===== src/rtl/mips_defs.sv =====
// Shared MIPS P5 fetch-stage definitions: PC redirect codes, opcodes and reset constants.
package mips_defs;

   localparam logic [1:0]  PCOP_PC4     = 2'b00;
   localparam logic [1:0]  PCOP_NPC     = 2'b01;
   localparam logic [1:0]  PCOP_JR      = 2'b10;
   localparam logic [5:0]  OP_BEQ       = 6'b000100;
   localparam logic [31:0] PC_RESET_DEF = 32'h0000_3000;
   localparam logic [31:0] NOP          = 32'h0000_0000;

endpackage


===== src/rtl/npc_calc.sv =====
// Next-PC selection: beq / j / jal targets from the IF/ID instruction, jr target, or sequential PC+4.
// Purely combinational; pcop 2'b11 falls back to PC+4.
module npc_calc
   import mips_defs::*;
(
   input  logic [31:0] instr_D,
   input  logic [31:0] pc4_D,
   input  logic [1:0]  pcop,
   input  logic [31:0] jr_target,
   input  logic [31:0] pc_F,
   output logic [31:0] next_pc
);

   logic [31:0] br_tgt;
   logic [31:0] j_tgt;
   logic [31:0] npc;

   assign br_tgt = pc4_D + {{14{instr_D[15]}}, instr_D[15:0], 2'b00};
   assign j_tgt  = {pc4_D[31:28], instr_D[25:0], 2'b00};
   assign npc    = (instr_D[31:26] == OP_BEQ) ? br_tgt : j_tgt;

   always_comb begin
      next_pc = pc_F + 32'd4;
      case (pcop)
         PCOP_NPC: next_pc = npc;
         PCOP_JR:  next_pc = jr_target;
         default:  next_pc = pc_F + 32'd4;
      endcase
   end

endmodule


===== src/rtl/fetch_unit.sv =====
// MIPS P5 instruction fetch: PC register, IM window check, IF/ID register and sticky pc_err.
// Optional FETCH_BRANCH_FLUSH_EN squashes the delay slot on redirect.
module fetch_unit
   import mips_defs::*;
#(
   parameter logic [31:0] PC_RESET = PC_RESET_DEF,
   parameter int          IM_AW    = 10
) (
   input  logic             clk,
   input  logic             reset_n,
   input  logic             stall,
   input  logic [1:0]       pcop,
   input  logic [31:0]      jr_target,
   output logic [IM_AW-1:0] imem_addr,
   input  logic [31:0]      imem_rdata,
   output logic [31:0]      pc_F,
   output logic [31:0]      instr_D,
   output logic [31:0]      pc_D,
   output logic [31:0]      pc4_D,
   output logic             pc_err
);

   logic [31:0] pc_q, pc_d;
   logic [31:0] instr_q, instr_d;
   logic [31:0] pcd_q, pcd_d;
   logic        err_q, err_d;
   logic [31:0] next_pc;
   logic [29:0] offs_w;
   logic        fetch_bad;
   logic [31:0] fetched;
   logic [31:0] if_word;

   // PC_RESET is the word-aligned IM base, so the word offset can be taken before subtracting.
   assign offs_w    = pc_q[31:2] - PC_RESET[31:2];
   assign imem_addr = offs_w[IM_AW-1:0];
   assign fetch_bad = (pc_q[1:0] != 2'b00) || (|offs_w[29:IM_AW]);
   assign fetched   = fetch_bad ? NOP : imem_rdata;

`ifdef FETCH_BRANCH_FLUSH_EN
   assign if_word = ((pcop == PCOP_NPC) || (pcop == PCOP_JR)) ? NOP : fetched;
`else
   assign if_word = fetched;
`endif

   npc_calc u_npc (
      .instr_D   (instr_q),
      .pc4_D     (pc4_D),
      .pcop      (pcop),
      .jr_target (jr_target),
      .pc_F      (pc_q),
      .next_pc   (next_pc)
   );

   always_comb begin
      pc_d    = pc_q;
      instr_d = instr_q;
      pcd_d   = pcd_q;
      err_d   = err_q;
      if (!stall) begin
         pc_d    = next_pc;
         instr_d = if_word;
         pcd_d   = pc_q;
         err_d   = err_q | fetch_bad;
      end
   end

   always_ff @(posedge clk) begin
      if (!reset_n) begin
         pc_q    <= PC_RESET;
         instr_q <= NOP;
         pcd_q   <= PC_RESET;
         err_q   <= 1'b0;
      end else begin
         pc_q    <= pc_d;
         instr_q <= instr_d;
         pcd_q   <= pcd_d;
         err_q   <= err_d;
      end
   end

   assign pc_F    = pc_q;
   assign instr_D = instr_q;
   assign pc_D    = pcd_q;
   assign pc4_D   = pcd_q + 32'd4;
   assign pc_err  = err_q;

endmodule


===== config.mk =====
export PLATFORM = sky130hd
export DESIGN_NAME = fetch_unit
export DESIGN_NICKNAME = d
export VERILOG_FILES = /design/src/rtl/mips_defs.sv /design/src/rtl/npc_calc.sv /design/src/rtl/fetch_unit.sv
export SDC_FILE = /design/constraint.sdc
export NUM_CORES = 1
export LEC_CHECK = 0
export BUFFER_PORTS_ARGS = -buffer_cell sky130_fd_sc_hd__buf_2
export CORE_MARGIN = 1.5
export CORE_UTILIZATION = 35
export CTS_CLUSTER_DIAMETER = 60
export DETAILED_ROUTE_END_ITERATION = 6
export MAX_ROUTING_LAYER = met4
export PLACE_DENSITY_LB_ADDON = 0.05
export SLEW_MARGIN = 20
export SYNTH_ARGS = -nofsm -noshare
export SYNTH_HDL_FRONTEND = slang
export SYNTH_HIERARCHICAL = 1
export SYNTH_SLANG_ARGS = --single-unit

===== constraint.sdc =====
create_clock -name clk -period 9.06 [get_ports clk]
set_input_delay 0 -clock clk [delete_from_list [all_inputs] [get_ports clk]]
set_output_delay 0 -clock clk [all_outputs]
set_load 0.02 [all_outputs]

# Word level (Yosys, flattened, before mapping)

Cells that the tools add are included.

Add/sub/neg operators: 4
Bitwise operators: 1
Reduce and logical (&&, ||, !) cells: 3
Muxes and demuxes: 3
Equality and inequality tests: 3

Operators with widths:

| kind                   | count |
|---|---|
| $add 32x3->32 const B  | 2 |
| $mux 32                | 2 |
| $pmux 32 s2            | 1 |
| $add 32x32->32         | 1 |
| $sub 30x12->30 const B | 1 |
| $reduce_or 20->1       | 1 |
| $eq 6x3->1 const B     | 1 |
| $eq 2x1->1 const B     | 1 |
| $eq 2x2->1 const B     | 1 |
| $reduce_bool 2->1      | 1 |
| $logic_or 1x1->1       | 1 |
| $or 1x1->1             | 1 |

Output and inout bits: 139
Input bits: 69
Register bits: 97
Word-level logic and storage cells: 18

# Logic depth before layout (Yosys ltp)

Gate-level depths: netlist of run 1.

Depth in word-level cells: 4
Depth in mapped cells: 17

# Modules after synthesis

The synthesis of run 1 kept the hierarchy.

By module, submodules not included:

| module     | times used | cells an instance | sequential area each (sq um) | area each (sq um) |
|---|---|---|---|---|
| fetch_unit | 1          | 487               | 1941.9                       | 4586.9 |
| npc_calc   | 1          | 478               | 0.0                          | 3229.3 |

# Worst setup path before layout of run 1

OpenSTA, ideal clock, no wires.

Path kind: register to register
From: reg pcd_q[2], in the netlist pc_D[2]
To: reg pc_q[31], in the netlist pc_F[31]
Path slack: 4977 ps
Arrival: 3966 ps
Setup time: 116 ps
Required time: 8944 ps
Cell stages (with the launch flop): 18
Path through: dfxtp_1 > ha_1 > inv_1 > nor4_4 > nand4_1 > xnor2_1 > ha_1 > buf_6 > a211oi_2 > o21ai_1 > a211oi_2 > or4_1 > o311ai_1 > or3b_1 > xnor2_1 > o221ai_2 > mux2i_1 > nor2b_1

Word-level cells in the longest chain between the ends: 4

Ends and longest elaborated chain:

| what                   | line             | source |
|---|---|---|
| from (decl)            | fetch_unit.sv:25 | `logic [31:0] pcd_q, pcd_d;` |
| from (signal assigned) | fetch_unit.sv:76 | `pcd_q <= pcd_d;` |
| $add 32x3->32          | fetch_unit.sv:84 | `assign pc4_D = pcd_q + 32'd4;` |
| named net pc4_D[24]    | fetch_unit.sv:19 | `output logic [31:0] pc4_D,` |
| $add 32x32->32         | npc_calc.sv:18   | `assign br_tgt = pc4_D + {{14{instr_D[15]}}, instr_D[15:0], 2'b00};` |
| $mux 32                | npc_calc.sv:20   | `assign npc = (instr_D[31:26] == OP_BEQ) ? br_tgt : j_tgt;` |
| $pmux 32 s2            | npc_calc.sv:24   | `case (pcop)` |
| named net next_pc[31]  | fetch_unit.sv:27 | `logic [31:0] next_pc;` |
| to (signal assigned)   | fetch_unit.sv:74 | `pc_q <= pc_d;` |
| to (decl)              | fetch_unit.sv:23 | `logic [31:0] pc_q, pc_d;` |

The timed path passes the listed nets, and every way through them passes these cells.
A chain may end at the register's enable or synchronous reset.

# Worst setup path in the final report of run 1

From: reg pcd_q[2], in the netlist pc_D[2]
To: reg pc_q[25], in the netlist pc_F[25]

Word-level cells in the longest chain between the ends: 4

Ends and longest elaborated chain:

| what                  | line |
|---|---|
| $add 32x3->32         | fetch_unit.sv:84 |
| $add 32x32->32        | npc_calc.sv:18 |
| $mux 32               | npc_calc.sv:20 |
| $pmux 32 s2           | npc_calc.sv:24 |
| named net next_pc[25] | fetch_unit.sv:27 |

The timed path passes the listed nets, and every way through them passes these cells.

==> results of run 1 <==
## cell type report
cell class,count,area [um^2]
sequential,97,1940
antenna,4,10.0
clock buffer,10,239
inverter,52,195
multi-input combinational,744,5300
clock inverter,6,48.8
fill,2329,12700
timing repair buffer,213,1090
tap,280,350
## layout by cell type (no fill, tap or decap), types with 40 or more instances in the layout
cell type	count
inv_1	52
a21oi_1	43
mux2i_1	67
buf_2	206
nand2_1	102
and2_1	40
dfxtp_1	97
nor2b_1	66
nor2_1	43
xnor2_1	42
## worst max-delay path, stage by stage, from the launching register on
cell and delay (ns):
dfxtp_1 0.42, ha_1 0.30, inv_1 0.10, nor4_4 0.72, nand4_1 0.20, xnor2_1 0.27
ha_1 0.37, a21oi_1 0.26, o211ai_1 0.15, a21boi_2 0.20, o41ai_4 0.12, a221oi_2 0.35
xnor2_1 0.24, a21oi_1 0.13, a221oi_2 0.20, mux2i_1 0.09, nor2b_1 0.13
## worst min path at each step
stage | start | end | slack, ns
global route | imem_rdata[9] | instr_D[9] | 0.03
CTS | imem_rdata[9] | instr_D[9] | 0.007
floorplan | reset_n | pc_D[12] | 0.24
detailed placement | jr_target[17] | pc_F[17] | 0.39
finish | imem_rdata[9] | instr_D[9] | 0.02
global placement | jr_target[17] | pc_F[17] | 0.39
## state kept, by name, indices dropped and copies added, names as in the netlist
register and count:
instr_D 32, pc_D 32, pc_err 1, pc_F 32
## power by group
part	internal, mW	total, mW	leakage [nW]	switching (mW)
registers	0.447	0.485	0.788	0.0384
logic	0.107	0.290	3.30	0.183
clock network	0.198	0.390	0.137	0.192
total	0.751	1.16	4.23	0.414
## layer usage
metal,GRT usage,wire length (um),up-vias
met5,-,0,-
met1,0.356,14500,3526
met4,0.0701,512,0
met3,0.0299,1160,24
met2,0.345,11600,215
li1,-,-,3744
## through the flow
stage / worst slack (ns) / cells / util / area, um^2 / power [mW]
after floorplan: 4.98 / 965 / - / 7820 / 0.686
after global placement: 4.88 / 1386 / 0.405 / 8870 / 0.786
after detailed placement: 4.79 / 1386 / 0.405 / 8870 / 0.785
after CTS: 4.76 / 1402 / 0.418 / 9160 / 1.18
after global routing: 4.38 / 1405 / 0.419 / 9170 / 1.22
final: 4.75 / 1406 / 0.419 / 9170 / 1.16
## cell families (layout without fill, tap and decap cells)
logic type / count (synthesis) / in the layout / share of synthesized area
AO/OA/AOI/OAI: 205 / 205 / 0.196
XOR/XNOR: 78 / 78 / 0.0874
adder cells (fa/ha/maj): 34 / 34 / 0.0554
buffers and inverters: 124 / 281 / 0.0744
flip-flops: 97 / 97 / 0.248
multiplexers: 67 / 67 / 0.0858
other: 0 / 4 / 0
AND/OR/NAND/NOR: 360 / 360 / 0.252
==> results.yml, run 1 <==
synthesis:
  yosys-top-cells-count: "nand2_1, dfxtp_1, mux2i_1, nor2b_1, inv_1"
  synth_cell_types: 74
  seq_area_frac_synth: 0.248
  yosysWarnings: 6
  syn_area_um2: 7820
  yosys_most_used_dff: "dfxtp_1"
  syn_avg_cell_area_um2: 8.10
  synth_nets: 1068
  synth_area_leaders: "dfxtp_1, mux2i_1, ha_1"
  synth_top_area_frac: 0.248
  yosysMostFrequentCell: "nand2_1"
  async_flop_share: 0
  yosysTopAreaCell: "dfxtp_1"
  synth_edf_count: 0
  synthCells: 965
  ys_ff_latch: 97
grt:
  grt_max_degree: 98
  grt_pass1_wl_um: 43000
  overflow: 0
  grt_pass1_vias: 6979
  grt_usage: 0.243
  antenna_found_initial: 3
clock_tree:
  post_cts_resize_count: 0
  clkTransAtPathRegs_ns: 0.08
  h-tree-depth: 3
  cts_tree: "built"
  clockBufferDepth: 2
  postCtsHoldBufs: 0
  cts_setup_buffers: 0
  insertion_delay_ns: 0.36
  cts.sinks: 97
  cts-root-buf: "clkbuf_16"
  cts_inserted_buffers: 9
routing:
  dr.pass1.iters: 5
  drc_errors: 0
  final_antenna_net_count: 0
  wirelength_um: 27800
  vias_per_cell: 5.34
  num_vias: 7509
  drtIter0Drc: 504
  wire_per_inst_um: 19.8
floorplan:
  dieArea_um2: 23200
  fp-row-count: 54
  die_w_um: 152
  coreArea_um2: 21900
  die_h_um: 152
  num_io_pins: 208
  initial_core_util: 0.357
layout:
  drive_above_1_share: 0.230
  area_growth_pct: 17.3
  finalNetCount: 1220
timing:
  finalCritPeriodShare: 0.476
  slew_headroom: 0.313
  setup_viol: 0
  drv_slew: 0
  rsz0062_at_grt: "no"
  finClkSkew_ns: 0.0153
  max_freq_mhz: 232
  worst_hold_slack_ns: 0.0158
  finalSetupTns_ns: 0
  final_hold_viol_count: 0
  tightest_slew_ns: 1.03
  period_needed_ns: 4.31
hold_path:
  hp-class: "input port to register"
  min_path_cells: 4
critical_path:
  crit_start: "pc_D[2]"
  cp-end-kind: "register"
  r2r_start: "pc_D[2]"
  cp_max_fo: 9
  r2r_setup_slack_ns: 4.75
  reg2reg_depth: 16
  required_ns: 9.36
  crit_path_start_kind: "register"
  worstPathArrival_ns: 4.62
  critPathKind: "register to register"
  r2r_end: "pc_F[25]"
  crit_end: "pc_F[25]"
job:
  drv_cap: 0
power_and_ir_drop:
  p_leak_nw: 4.23
  power_density_nw_per_um2: 127
  peakVddDrop_uv: 85.4
status:
  status: "finished clean"
placement:
  globalplace.congestion: 0.886
  port_buffers: 207
  dpl.hpwl_um: 20700
Note: power is estimated with default switching activity, not from simulation.
==> inputs of run 2 (changes only) <==
==> constraint.sdc (replaced) <==
create_clock -name clk -period 3.82 [get_ports clk]
set_input_delay 0 -clock clk [delete_from_list [all_inputs] [get_ports clk]]
set_output_delay 0 -clock clk [all_outputs]
set_load 0.02 [all_outputs]
==> run 2 against run 1 <==
Against the previous run: clock power grew to 2.5 times the previous value; wire length grew 1.4%; via count grew 2.9%; global-route usage grew 0.55 points; final area grew 5.1%; total power grew 150%; critical path type unchanged; combinational power grew 150%.
==> results.yml, run 2 (synthesized netlist as in run 1, its figures left out) <==
status:
  status: "finished clean"
critical_path:
  path_buf_inv: 0
  worstPathArrival_ns: 3.90
  required_ns: 4.12
  worst-path-stages: 15
  cpPeakStageDelay_ns: 0.43
  crit_chain: "nand2_1, nor2_1, and4_1, xor2_2, ha_2, nand2_1, nor3_1, a21oi_2, o41ai_4, a221oi_2, xnor2_1, a21oi_1, a221oi_2, mux2i_1, nor2b_1"
  cp_slowest_cell: "dfxtp_2"
  reg2reg_depth: 15
  cp_max_fo: 6
  critPathKind: "register to register"
  cp-end-kind: "register"
  critPathTopFamily: "simple AND/OR/NAND/NOR gates"
  crit_path_start_kind: "register"
timing:
  drv_slew: 0
  tightest_slew_ns: 0.983
  rsz0062_at_grt: "yes"
  slew_headroom: 0.345
  finClkSkew_ns: 0.00629
  setup_viol: 0
  period_needed_ns: 3.60
  final_hold_viol_count: 0
  finalCritPeriodShare: 0.943
  finalSetupTns_ns: 0
  max_freq_mhz: 278
floorplan:
  initial_core_util: 0.357
  dieArea_um2: 23200
  coreArea_um2: 21900
  fp-row-count: 54
  num_io_pins: 208
  die_w_um: 152
  die_h_um: 152
placement:
  port_buffers: 207
  dp_cells: 1428
  globalplace.congestion: 0.889
  dpl.hpwl_um: 21200
routing:
  num_vias: 7730
  final_antenna_net_count: 0
  drc_errors: 0
  vias_per_cell: 5.33
  wire_per_inst_um: 19.4
  wirelength_um: 28200
  routed.top_layer: "met4"
  wl_met2_um: 11900
  wl_met3_um: 1520
  dr.pass1.iters: 5
  met1_length_um: 14300
  drtIter0Drc: 522
grt:
  grt_pass1_wl_um: 43900
  overflow: 0
  grt_max_degree: 98
  grt_usage: 0.248
  antenna_found_initial: 2
  grt_pass1_vias: 7229
clock_tree:
  cts-root-buf: "clkbuf_16"
  clkTransAtPathRegs_ns: 0.08
  cts.sinks: 97
  insertion_delay_ns: 0.36
  postCtsHoldBufs: 0
  h-tree-depth: 3
  clockBufferDepth: 2
  cts_inserted_buffers: 9
  cts_tree: "built"
job:
  drv_cap: 0
power_and_ir_drop:
  p_leak_nw: 4.51
  power_density_nw_per_um2: 297
  peakVddDrop_uv: 185
hold_path:
  min_path_cells: 4
  hp-class: "input port to register"
layout:
  fin_util: 0.440
  final_cell_mix: "buf_2, nand2_1, dfxtp_1"
  finalNetCount: 1266
  drive_above_1_share: 0.281
  area_growth_pct: 23.3
  layout_commonest_cell: "buf_2"
  stdcell_count: 1451
==> run 2: cell types whose count changed in the layout (fill, tap and decap cells not counted), moves of 2 or more <==
cell,change
buf_4,+46
dfxtp_2,+11
xnor2_2,+5
ha_1,-2
dfxtp_1,-11
xnor2_1,-5
==> run 2: metrics by stage <==
step	area [um^2]	hold WS [ns]	power, mW	setup WS, ns
after global routing	9640	0.0215	3.00	-0.0281
after global placement	9230	0.389	1.89	0.186
after CTS	9540	0.00779	2.89	0.106
final	9640	0.0229	2.86	0.218
after floorplan	7850	0.239	1.63	0.00742
after detailed placement	9230	0.397	1.89	0.114
==> run 2: final timing paths <==
kind / start / to / slack (ns)
worst max-delay path: pc_D[2] / pc_F[25] / 0.22
worst min-delay path: imem_rdata[0] / instr_D[0] / 0.02
worst max register to register: pc_D[2] / pc_F[25] / 0.22
worst min register to register: pc_err / pc_err / 0.47
==> run 2: power breakdown <==
part	leakage, nW	switching (mW)	internal (mW)
sequential	0.792	0.0836	1.06
combinational	3.58	0.451	0.274
clock	0.142	0.470	0.519
total	4.51	1.00	1.85
==> run 2: cell type report <==
cell class | instances | area [um^2]
Fill cell | 2310 | 12300
Multi-Input combinational cell | 744 | 5380
Sequential cell | 97 | 1960
Timing Repair Buffer | 259 | 1450
Tap cell | 280 | 350
Clock buffer | 10 | 229
Inverter | 52 | 195
Clock inverter | 6 | 73.8
Antenna cell | 3 | 7.51
==> run 2: timing repair <==
action                     CTS  global route
buffers inserted             0             4
resized for setup            0            14
setup endpoints to repair    0             9
==> run 2: per-layer routing <==
layer / vias up / track usage
li1: 3855 / -
met1: 3613 / 0.363
met2: 237 / 0.356
met3: 25 / 0.0361
met4: 0 / 0.0600
met5: - / -
==> run 2: worst min-delay path: cells and delay by family <==
family	cells	cell delay [ns]
AO/OA/AOI/OAI	1	0.06
buffers and inverters	2	0.13
AND/OR/NAND/NOR	1	0.15
